==> config.mk <==
export PLATFORM = sky130hd
export DESIGN_NAME = uart_auto_baud_det
export DESIGN_NICKNAME = d
export VERILOG_FILES = /design/src/rtl/uart_auto_baud_det.sv
export SDC_FILE = /design/constraint.sdc
export NUM_CORES = 1
export LEC_CHECK = 0
export CAP_MARGIN = 20
export CORE_MARGIN = 4
export CORE_UTILIZATION = 30
export CTS_BUF_LIST = sky130_fd_sc_hd__clkbuf_2
export DETAILED_ROUTE_END_ITERATION = 8
export SYNTH_ARGS = -nofsm -noshare
export SYNTH_HDL_FRONTEND = slang
export SYNTH_SLANG_ARGS = --single-unit
==> constraint.sdc <==
create_clock -name mclk -period 4.6 [get_ports mclk]
set_clock_uncertainty 0.05 [all_clocks]
set_input_delay 1.15 -clock mclk [delete_from_list [all_inputs] [get_ports mclk]]
set_output_delay 1.15 -clock mclk [all_outputs]
set_load 0.02 [all_outputs]
==> src/rtl/uart_auto_baud_det.sv <==
// Auto-baud detector: times the alternating pulses of an incoming 0x55 character,
// checks their spread and derives the oversample divider for clk_ctl.
module uart_auto_baud_det #(
  parameter int CNT_W     = 20,
  parameter int BAUD_W    = 12,
  parameter int NUM_PULSE = 8,
  parameter int TOL       = 16,
  parameter int OVS_LOG2  = 4,
  parameter int SYNC_STG  = 2
) (
  input  logic              mclk,
  input  logic              reset_n,
  input  logic              cfg_auto_det,
  input  logic              rxd,
  output logic [BAUD_W-1:0] auto_baud_16x,
  output logic              auto_tx_enb,
  output logic              auto_rx_enb,
  output logic              auto_det_done,
  output logic              auto_det_err,
  output logic              auto_det_busy
);

  localparam int PL2   = $clog2(NUM_PULSE);
  localparam int LEN_W = CNT_W + 1;
  localparam int SUM_W = CNT_W + PL2 + 1;

  typedef enum logic [2:0] {
    S_IDLE,
    S_MEAS,
    S_CHECK,
    S_DRAIN,
    S_DONE,
    S_ERR
  } state_t;

  state_t state, state_nx;

  logic [SYNC_STG-1:0] sync_q;
  logic                rxd_d;
  logic                rxd_s, pedge, nedge;
  logic [CNT_W-1:0]    cnt;
  logic                timeout;
  logic [LEN_W-1:0]    len;
  logic [SUM_W-1:0]    sum, sum_nx;
  logic [LEN_W-1:0]    min_q, max_q, spread;
  logic [LEN_W-1:0]    bit_q, bit_c, b_c, bm1;
  logic [BAUD_W-1:0]   baud_c;
  logic [PL2-1:0]      idx;
  logic                exp_edge, bad_edge, last_pulse, spread_bad, drain_ok;

  assign rxd_s   = sync_q[SYNC_STG-1];
  assign pedge   = rxd_s & ~rxd_d;
  assign nedge   = ~rxd_s & rxd_d;
  assign timeout = &cnt;

  // The edge cycle itself belongs to the pulse it ends, so the length is cnt+1.
  assign len    = {1'b0, cnt} + LEN_W'(1);
  assign sum_nx = sum + SUM_W'(len);

  // Even pulses are low (ended by a rising edge), odd pulses are high.
  assign exp_edge   = idx[0] ? nedge : pedge;
  assign bad_edge   = idx[0] ? pedge : nedge;
  assign last_pulse = (idx == PL2'(NUM_PULSE - 1));

  assign spread     = max_q - min_q;
  assign spread_bad = (spread > LEN_W'(TOL));
  assign bit_c      = LEN_W'(sum >> PL2);
  assign b_c        = bit_c >> OVS_LOG2;
  assign bm1        = b_c - LEN_W'(1);

  always_comb begin
    baud_c = '0;
    if (b_c > LEN_W'(1)) begin
      if (|bm1[LEN_W-1:BAUD_W]) baud_c = '1;
      else                      baud_c = bm1[BAUD_W-1:0];
    end
  end

  assign drain_ok = rxd_s && ({2'b00, cnt} >= {1'b0, bit_q, 1'b0});

  always_ff @(posedge mclk) begin
    if (!reset_n) state <= S_IDLE;
    else          state <= state_nx;
  end

  always_comb begin
    state_nx = state;
    case (state)
      S_IDLE:  if (cfg_auto_det && nedge) state_nx = S_MEAS;
      S_MEAS: begin
        if (!cfg_auto_det)           state_nx = S_IDLE;
        else if (exp_edge)           state_nx = last_pulse ? S_CHECK : S_MEAS;
        else if (bad_edge || timeout) state_nx = S_ERR;
      end
      S_CHECK: begin
        if (!cfg_auto_det)   state_nx = S_IDLE;
        else if (spread_bad) state_nx = S_ERR;
        else                 state_nx = S_DRAIN;
      end
      S_DRAIN: begin
        if (!cfg_auto_det)          state_nx = S_IDLE;
        else if (drain_ok)          state_nx = S_DONE;
        else if (!rxd_s && timeout) state_nx = S_ERR;
      end
      S_DONE:  if (!cfg_auto_det) state_nx = S_IDLE;
      S_ERR:   state_nx = S_IDLE;
      default: state_nx = S_IDLE;
    endcase
  end

  always_ff @(posedge mclk) begin
    if (!reset_n) begin
      sync_q        <= '1;
      rxd_d         <= 1'b1;
      cnt           <= '0;
      idx           <= '0;
      sum           <= '0;
      min_q         <= '1;
      max_q         <= '0;
      bit_q         <= '0;
      auto_baud_16x <= '0;
      auto_tx_enb   <= 1'b0;
      auto_rx_enb   <= 1'b0;
      auto_det_done <= 1'b0;
      auto_det_err  <= 1'b0;
      auto_det_busy <= 1'b0;
    end else begin
      sync_q <= {sync_q[SYNC_STG-2:0], rxd};
      rxd_d  <= rxd_s;

      if (pedge || nedge) cnt <= '0;
      else if (!timeout)  cnt <= cnt + CNT_W'(1);

      if (state == S_IDLE && cfg_auto_det && nedge) begin
        idx   <= '0;
        sum   <= '0;
        min_q <= '1;
        max_q <= '0;
      end

      if (state == S_MEAS && cfg_auto_det && exp_edge) begin
        sum <= sum_nx;
        idx <= idx + PL2'(1);
        if (len < min_q) min_q <= len;
        if (len > max_q) max_q <= len;
      end

      if (state == S_CHECK && cfg_auto_det) begin
        bit_q <= bit_c;
        if (!spread_bad) auto_baud_16x <= baud_c;
      end

      auto_tx_enb   <= (state_nx == S_DONE);
      auto_rx_enb   <= (state_nx == S_DONE);
      auto_det_done <= (state_nx == S_DONE) && (state != S_DONE);
      auto_det_err  <= (state_nx == S_ERR) && (state != S_ERR);
      auto_det_busy <= (state_nx == S_MEAS) || (state_nx == S_CHECK) ||
                       (state_nx == S_DRAIN);
    end
  end

endmodule

-- Yosys cells after proc, flatten, opt, wreduce, memory -nomap -nowiden
Cells that the tools add are included.
- RAM bits: 0
- bits in read-only memories: 0
- latch bits: 0
- logic and storage cells: 90
- memories: 0
- input bits: 4
- flip-flop bits (word level): 132
- bitwise operators: 6
- add/sub/neg operators: 6
- mux-type cells: 26
- shifts and indexed selects: 0
- eq/ne operators: 12
- $lt $le $gt $ge: 5
- div/mod/pow operators: 0
- $mul: 0
- reduce and logical (&&, ||, !) cells: 21
- operators by type and width (operator ; count):
    two-way mux 21 bit ; 6
    two-way mux 24 bit ; 2
    two-way mux 3 bit ; 12
    adder 24 x 21 -> 24 bit ; 1
    two-way mux 12 bit ; 2
    greater-or-equal comparator 20 x 22 -> 1 bit ; 1
    adder 20 x 1 -> 21 bit (second input constant) ; 1
    > comparator 21 bit ; 1
    > comparator 21 x 5 -> 1 bit (second input constant) ; 1
    < comparator 21 bit ; 1
    subtractor 21 bit ; 1
    adder 20 x 1 -> 20 bit (second input constant) ; 1
    AND reduction 20 bit ; 1
    subtractor 17 x 1 -> 18 bit (second input constant) ; 1
    > comparator 17 x 1 -> 1 bit (second input constant) ; 1
    one-hot mux 3 bit (5 select lines) ; 1
    == test 3 x 2 -> 1 bit (second input constant) ; 4
    == test 3 bit (second input constant) ; 4
    logical AND 1 bit ; 10
    OR reduction 9 bit ; 1
    == test 3 x 1 -> 1 bit (second input constant) ; 2
    inequality test 3 bit (second input constant) ; 2
    logical OR 1 bit ; 4
    NOT 1 bit ; 4
    other kinds (9) ; 11

-- Depth between registers and ports, before layout
- depth in word-level cells: 11
- mapped depth: 17
- gate-level depth less buffers: 16

-- Worst setup path after synthesis
Ideal clock, no wire load.
- path type: reg2reg
- start point: register cnt[0]
- end point: register sum[23]
- data arrival time: 3488 ps
- setup time: 101 ps
- cell stages (with the launch flop): 17
- setup slack: 961 ps
- path buffers: 1
- path through: dfxtp_1 > clkbuf_1 > and3_1 > and2_1 > nand2_1 > xor2_1 > inv_1 > ha_1 > o21a_1 > o21ai_0 > a2bb2oi_1 > o31ai_1 > o41ai_1 > o21ai_0 > nor3_1 > o2111ai_1 > o41ai_1
- longest elaborated chain between the ends: 3
- RTL lines (element ; line ; text):
    from (decl) ; 41 ; logic [CNT_W-1:0] cnt;
    from (signal assigned) ; 132 ; else if (!timeout) cnt <= cnt + CNT_W'(1);
    adder 20 x 1 -> 21 bit ; 57 ; assign len = {1'b0, cnt} + LEN_W'(1);
    net len[7] ; 43 ; logic [LEN_W-1:0] len;
    adder 24 x 21 -> 24 bit ; 58 ; assign sum_nx = sum + SUM_W'(len);
    two-way mux 24 bit ; 141 ; if (state == S_MEAS && cfg_auto_det && exp_edge) begin
    to (signal assigned) ; 142 ; sum <= sum_nx;
    to (decl) ; 44 ; logic [SUM_W-1:0] sum, sum_nx;
The timed path passes the listed nets, and every way through them passes these cells.
A chain may end at the register's enable or synchronous reset.

-- Worst setup path in the final report
- start point: register max_q[0]
- end point: register auto_baud_16x[0]
- longest elaborated chain between the ends: 4
- RTL lines (element ; line ; text):
    from (decl) ; 45 ; logic [LEN_W-1:0] min_q, max_q, spread;
    from (signal assigned) ; 145 ; if (len > max_q) max_q <= len;
    subtractor 21 bit ; 65 ; assign spread = max_q - min_q;
    > comparator 21 x 5 -> 1 bit ; 66 ; assign spread_bad = (spread > LEN_W'(TOL));
    NOT 1 bit (no line) ; -- ;
    AND reduction 2 bit (no line) ; -- ;
    to (signal assigned) ; 150 ; if (!spread_bad) auto_baud_16x <= baud_c;
    to (decl) ; 15 ; output logic [BAUD_W-1:0] auto_baud_16x,
Every way passes these cells.

==> summary.md <==
| Metric | Value |
|---|---|
| R2R cell count | `13` |
| Startpoint type of the worst setup path | `flip-flop` |
| Most numerous cell in the Yosys netlist | `dfxtp_1` |
| Tmin final | `just over 4 ns` |
| Nets | `about 1300` |
| Final hold vios | `0` |
| Congestion Overflow GR | `0` |
| DRC | `0` |
| Top-area cell type share of the netlist area | `28.5%` |
| FP Rows | `between 60 and 70` |
| R2r endpoint | `auto_baud_16x[0]` |
| R2r startpoint | `max_q[0]` |
| Final wirelength | `23800 um` |
| CTS tree | `built` |
| Pleak | `4.61 nW` |
| Initial DRC Count | `slightly above 500` |
| DR pass1 iterations | `5` |
| Synth async-reset ratio | `0%` |
| DP Worst Slack | `0.432 ns` |
| Max Slew Vio Count | `0` |
| # port buffers | `20` |
| CTS max path bufs | `2` |
| Post-Syn Area | `between 9000 and 10000 um^2` |
| Min-delay worst type | `flip-flop to flip-flop` |
| CP arrival | `~4.8 ns` |
| FF+latch count, synth | `roughly 130` |
| Post-synthesis sequential area ratio | `~29%` |
| Yosys warning count | `0` |
| Largest net degree at the start of global routing | `50` |
| IO Count | `21` |
| Most instantiated cells after synthesis | `dfxtp_1 (132), nand2_1 (118), nor2_1 (112)` |
| GRT Util Overall | `approximately 14%` |
| Routed Antenna Nets | `0` |
| Worst EP required | `5.21 ns` |
| Top FF cell, synth | `dfxtp_1` |
| Fraction of layout cells with a size suffix above 1 | `between 7 and 8%` |
| Final Setup Violations | `0` |
| H-tree depth | `4` |
| Root buf cell | `clkbuf_2` |
| Area growth syn-to-layout | `9.76%` |
| Setup TNS | `0 ns` |
| Vias | `~8000` |
| P per Cell Area | `between 200 and 250 nW/um^2` |
| Max-slew headroom | `~29%` |
| Drt wl/cell | `15.0 um` |
| Hold_sp | `bit_q[4]` |
| Global-route wire length before repair | `39300 um` |
| Clock sink total | `132` |
| Max Fclk | `241 MHz` |
| Cell variety after synth | `71` |
| Post-synth EDFFs | `0` |
| Max VDD drop | `approximately 0.13 mV` |
| Hold Path Depth | `2` |
| Initial antenna violation count | `0` |
| Starting Density | `between 30% and 40%` |
| Post-CTS Hold Buffers | `0` |
| Reg2reg setup slack | `between 0.4 and 0.5 ns` |
| Syn_nets | `1285` |
| Hold EP | `bit_q[4]` |
| Final RePlAce weighted congestion | `between 0.8 and 0.9` |
| Status | `complete, no violations` |
| Die width | `about 180 um` |
| Die Area | `about 34000 um^2` |
| DP Cell Count | `1551` |
| Die Ht | `around 180 um` |
| Clk slew on worst S/H paths | `approximately 0.22 ns` |
| # diodes | `0` |
| Worst-Margin Slew | `between 1 and 1.5 ns` |
| Post-Syn Instances | `around 1200` |
| Unrepaired setup endpoints after global routing | `false` |
| Post-route clock period utilization | `around 90%` |
| Kind of critical path | `flip-flop to flip-flop` |
| Total CTS buffers | `17` |
| Via density | `between 5 and 6` |
| CP max FO | `13` |
| Final Non-Filler Cells | `1583` |
| Final WS setup | `0.454 ns` |
| Number of global-route vias before repair | `roughly 8000` |
| Synth Area per Inst | `about 7.9 um^2` |
| Worst skew pair latency | `0.74 ns` |
| CP endpoint kind | `flip-flop` |
| Post-DP HPWL | `18200 um` |
| Area contributors post-synth | `dfxtp_1 (29%), ha_1 (15%), a21oi_1 (5.4%)` |
| Core ar. | `between 30000 and 40000 um^2` |
| Max Cap Viol | `0` |
| Leading area contributor after synthesis | `dfxtp_1` |
kinds of logic after synthesis:
group / synth area share [%]
multiplexers: 4.19
buffers and inverters: 6.41
AO/OA/AOI/OAI: 21.2
XOR/XNOR: 4.54
AND/OR/NAND/NOR: 20.1
flip-flops: 28.5
adder cells (fa/ha/maj): 15.0
sequential cells by signal (all words and copies together) (netlist names):
name           flops
rxd_d              1
min_q             21
sum               24
sync_q             2
cnt               20
auto_det_err       1
auto_rx_enb        1
state              3
idx                3
auto_baud_16x     12
max_q             21
auto_det_busy      1
bit_q             21
auto_det_done      1
how the worst max path moves through the flow:
stage                         to  startpoint  slack, ns
5_1_grt         auto_baud_16x[0]    max_q[0]       0.10
4_1_cts                  sum[23]      cnt[0]       0.37
2_1_floorplan            sum[23]      cnt[0]       0.96
3_3_place_gp   auto_baud_16x[11]    max_q[0]       0.59
6_report        auto_baud_16x[0]    max_q[0]       0.45
3_5_place_dp             sum[23]      cnt[0]       0.43
cell type report:
type	instances	area [um^2]
Tap cell	396	495
Clock buffer	18	90.1
Multi-Input combinational cell	884	6060
Clock inverter	14	186
Timing Repair Buffer	33	293
Fill cell	3211	20300
Inverter	106	398
Sequential cell	132	2640
report_power, final:
| group | switching (W) | internal [W] | total, W |
|---|---|---|---|
| clock | 0.000458 | 0.000356 | 0.000814 |
| combinational | 0.0000578 | 0.0000284 | 0.0000862 |
| sequential | 0.00000539 | 0.00115 | 0.00116 |
| total | 0.000521 | 0.00153 | 0.00206 |
worst max-delay path: stages (launching register included):
cell and delay (ns):
dfxtp_1 0.43, inv_1 0.06, ha_1 0.20, fa_1 0.40, nand2b_1 0.22, a21oi_1 0.23, o211ai_1 0.22, a2111oi_0 0.64
nor3_1 0.13, nor3b_1 0.35, nand4_2 0.20, nor4_4 0.40, buf_4 0.32, mux2i_1 0.21
timing repair:
item,in CTS,in global routing
setup buffers,0,0
setup endpoints to repair,0,2
gates resized for setup,0,2
cells in the final DEF, fill, tap and decap left out, drive strengths merged, types with 16 or more instances in the layout:
master,netlist,layout
clkdlybuf4s50,0,19
nand2,118,118
nand3,18,18
xor2,20,20
nand4,18,18
ha,108,108
mux2,22,22
dfxtp,132,132
a21oi,100,100
nor3,22,22
o21ai,54,54
inv,105,106
a21o,39,39
clkbuf,47,18
a22oi,16,16
and3,25,25
nor2,112,112
xnor2,28,28
metal layers:
metal,global-route usage (%),wire [um],vias up
li1,-,-,4136
met1,19.7,11800,3733
met2,22.7,10700,113
met3,2.63,795,34
met4,4.47,535,0
met5,0,0,-
stage by stage:
| step | utilization, % | area [um^2] | power [W] | hold WS [ns] |
|---|---|---|---|---|
| 5_1_grt | 33.3 | 10200 | 0.00214 | 0.435 |
| 6_report | 33.3 | 10200 | 0.00206 | 0.418 |
| 3_5_place_dp | 32.4 | 9880 | 0.00126 | 0.353 |
| 2_1_floorplan | - | 9260 | 0.00124 | 0.336 |
| 4_1_cts | 33.3 | 10200 | 0.00208 | 0.420 |
| 3_3_place_gp | 32.4 | 9880 | 0.00126 | 0.369 |
Note: power is estimated with default switching activity, not from simulation.
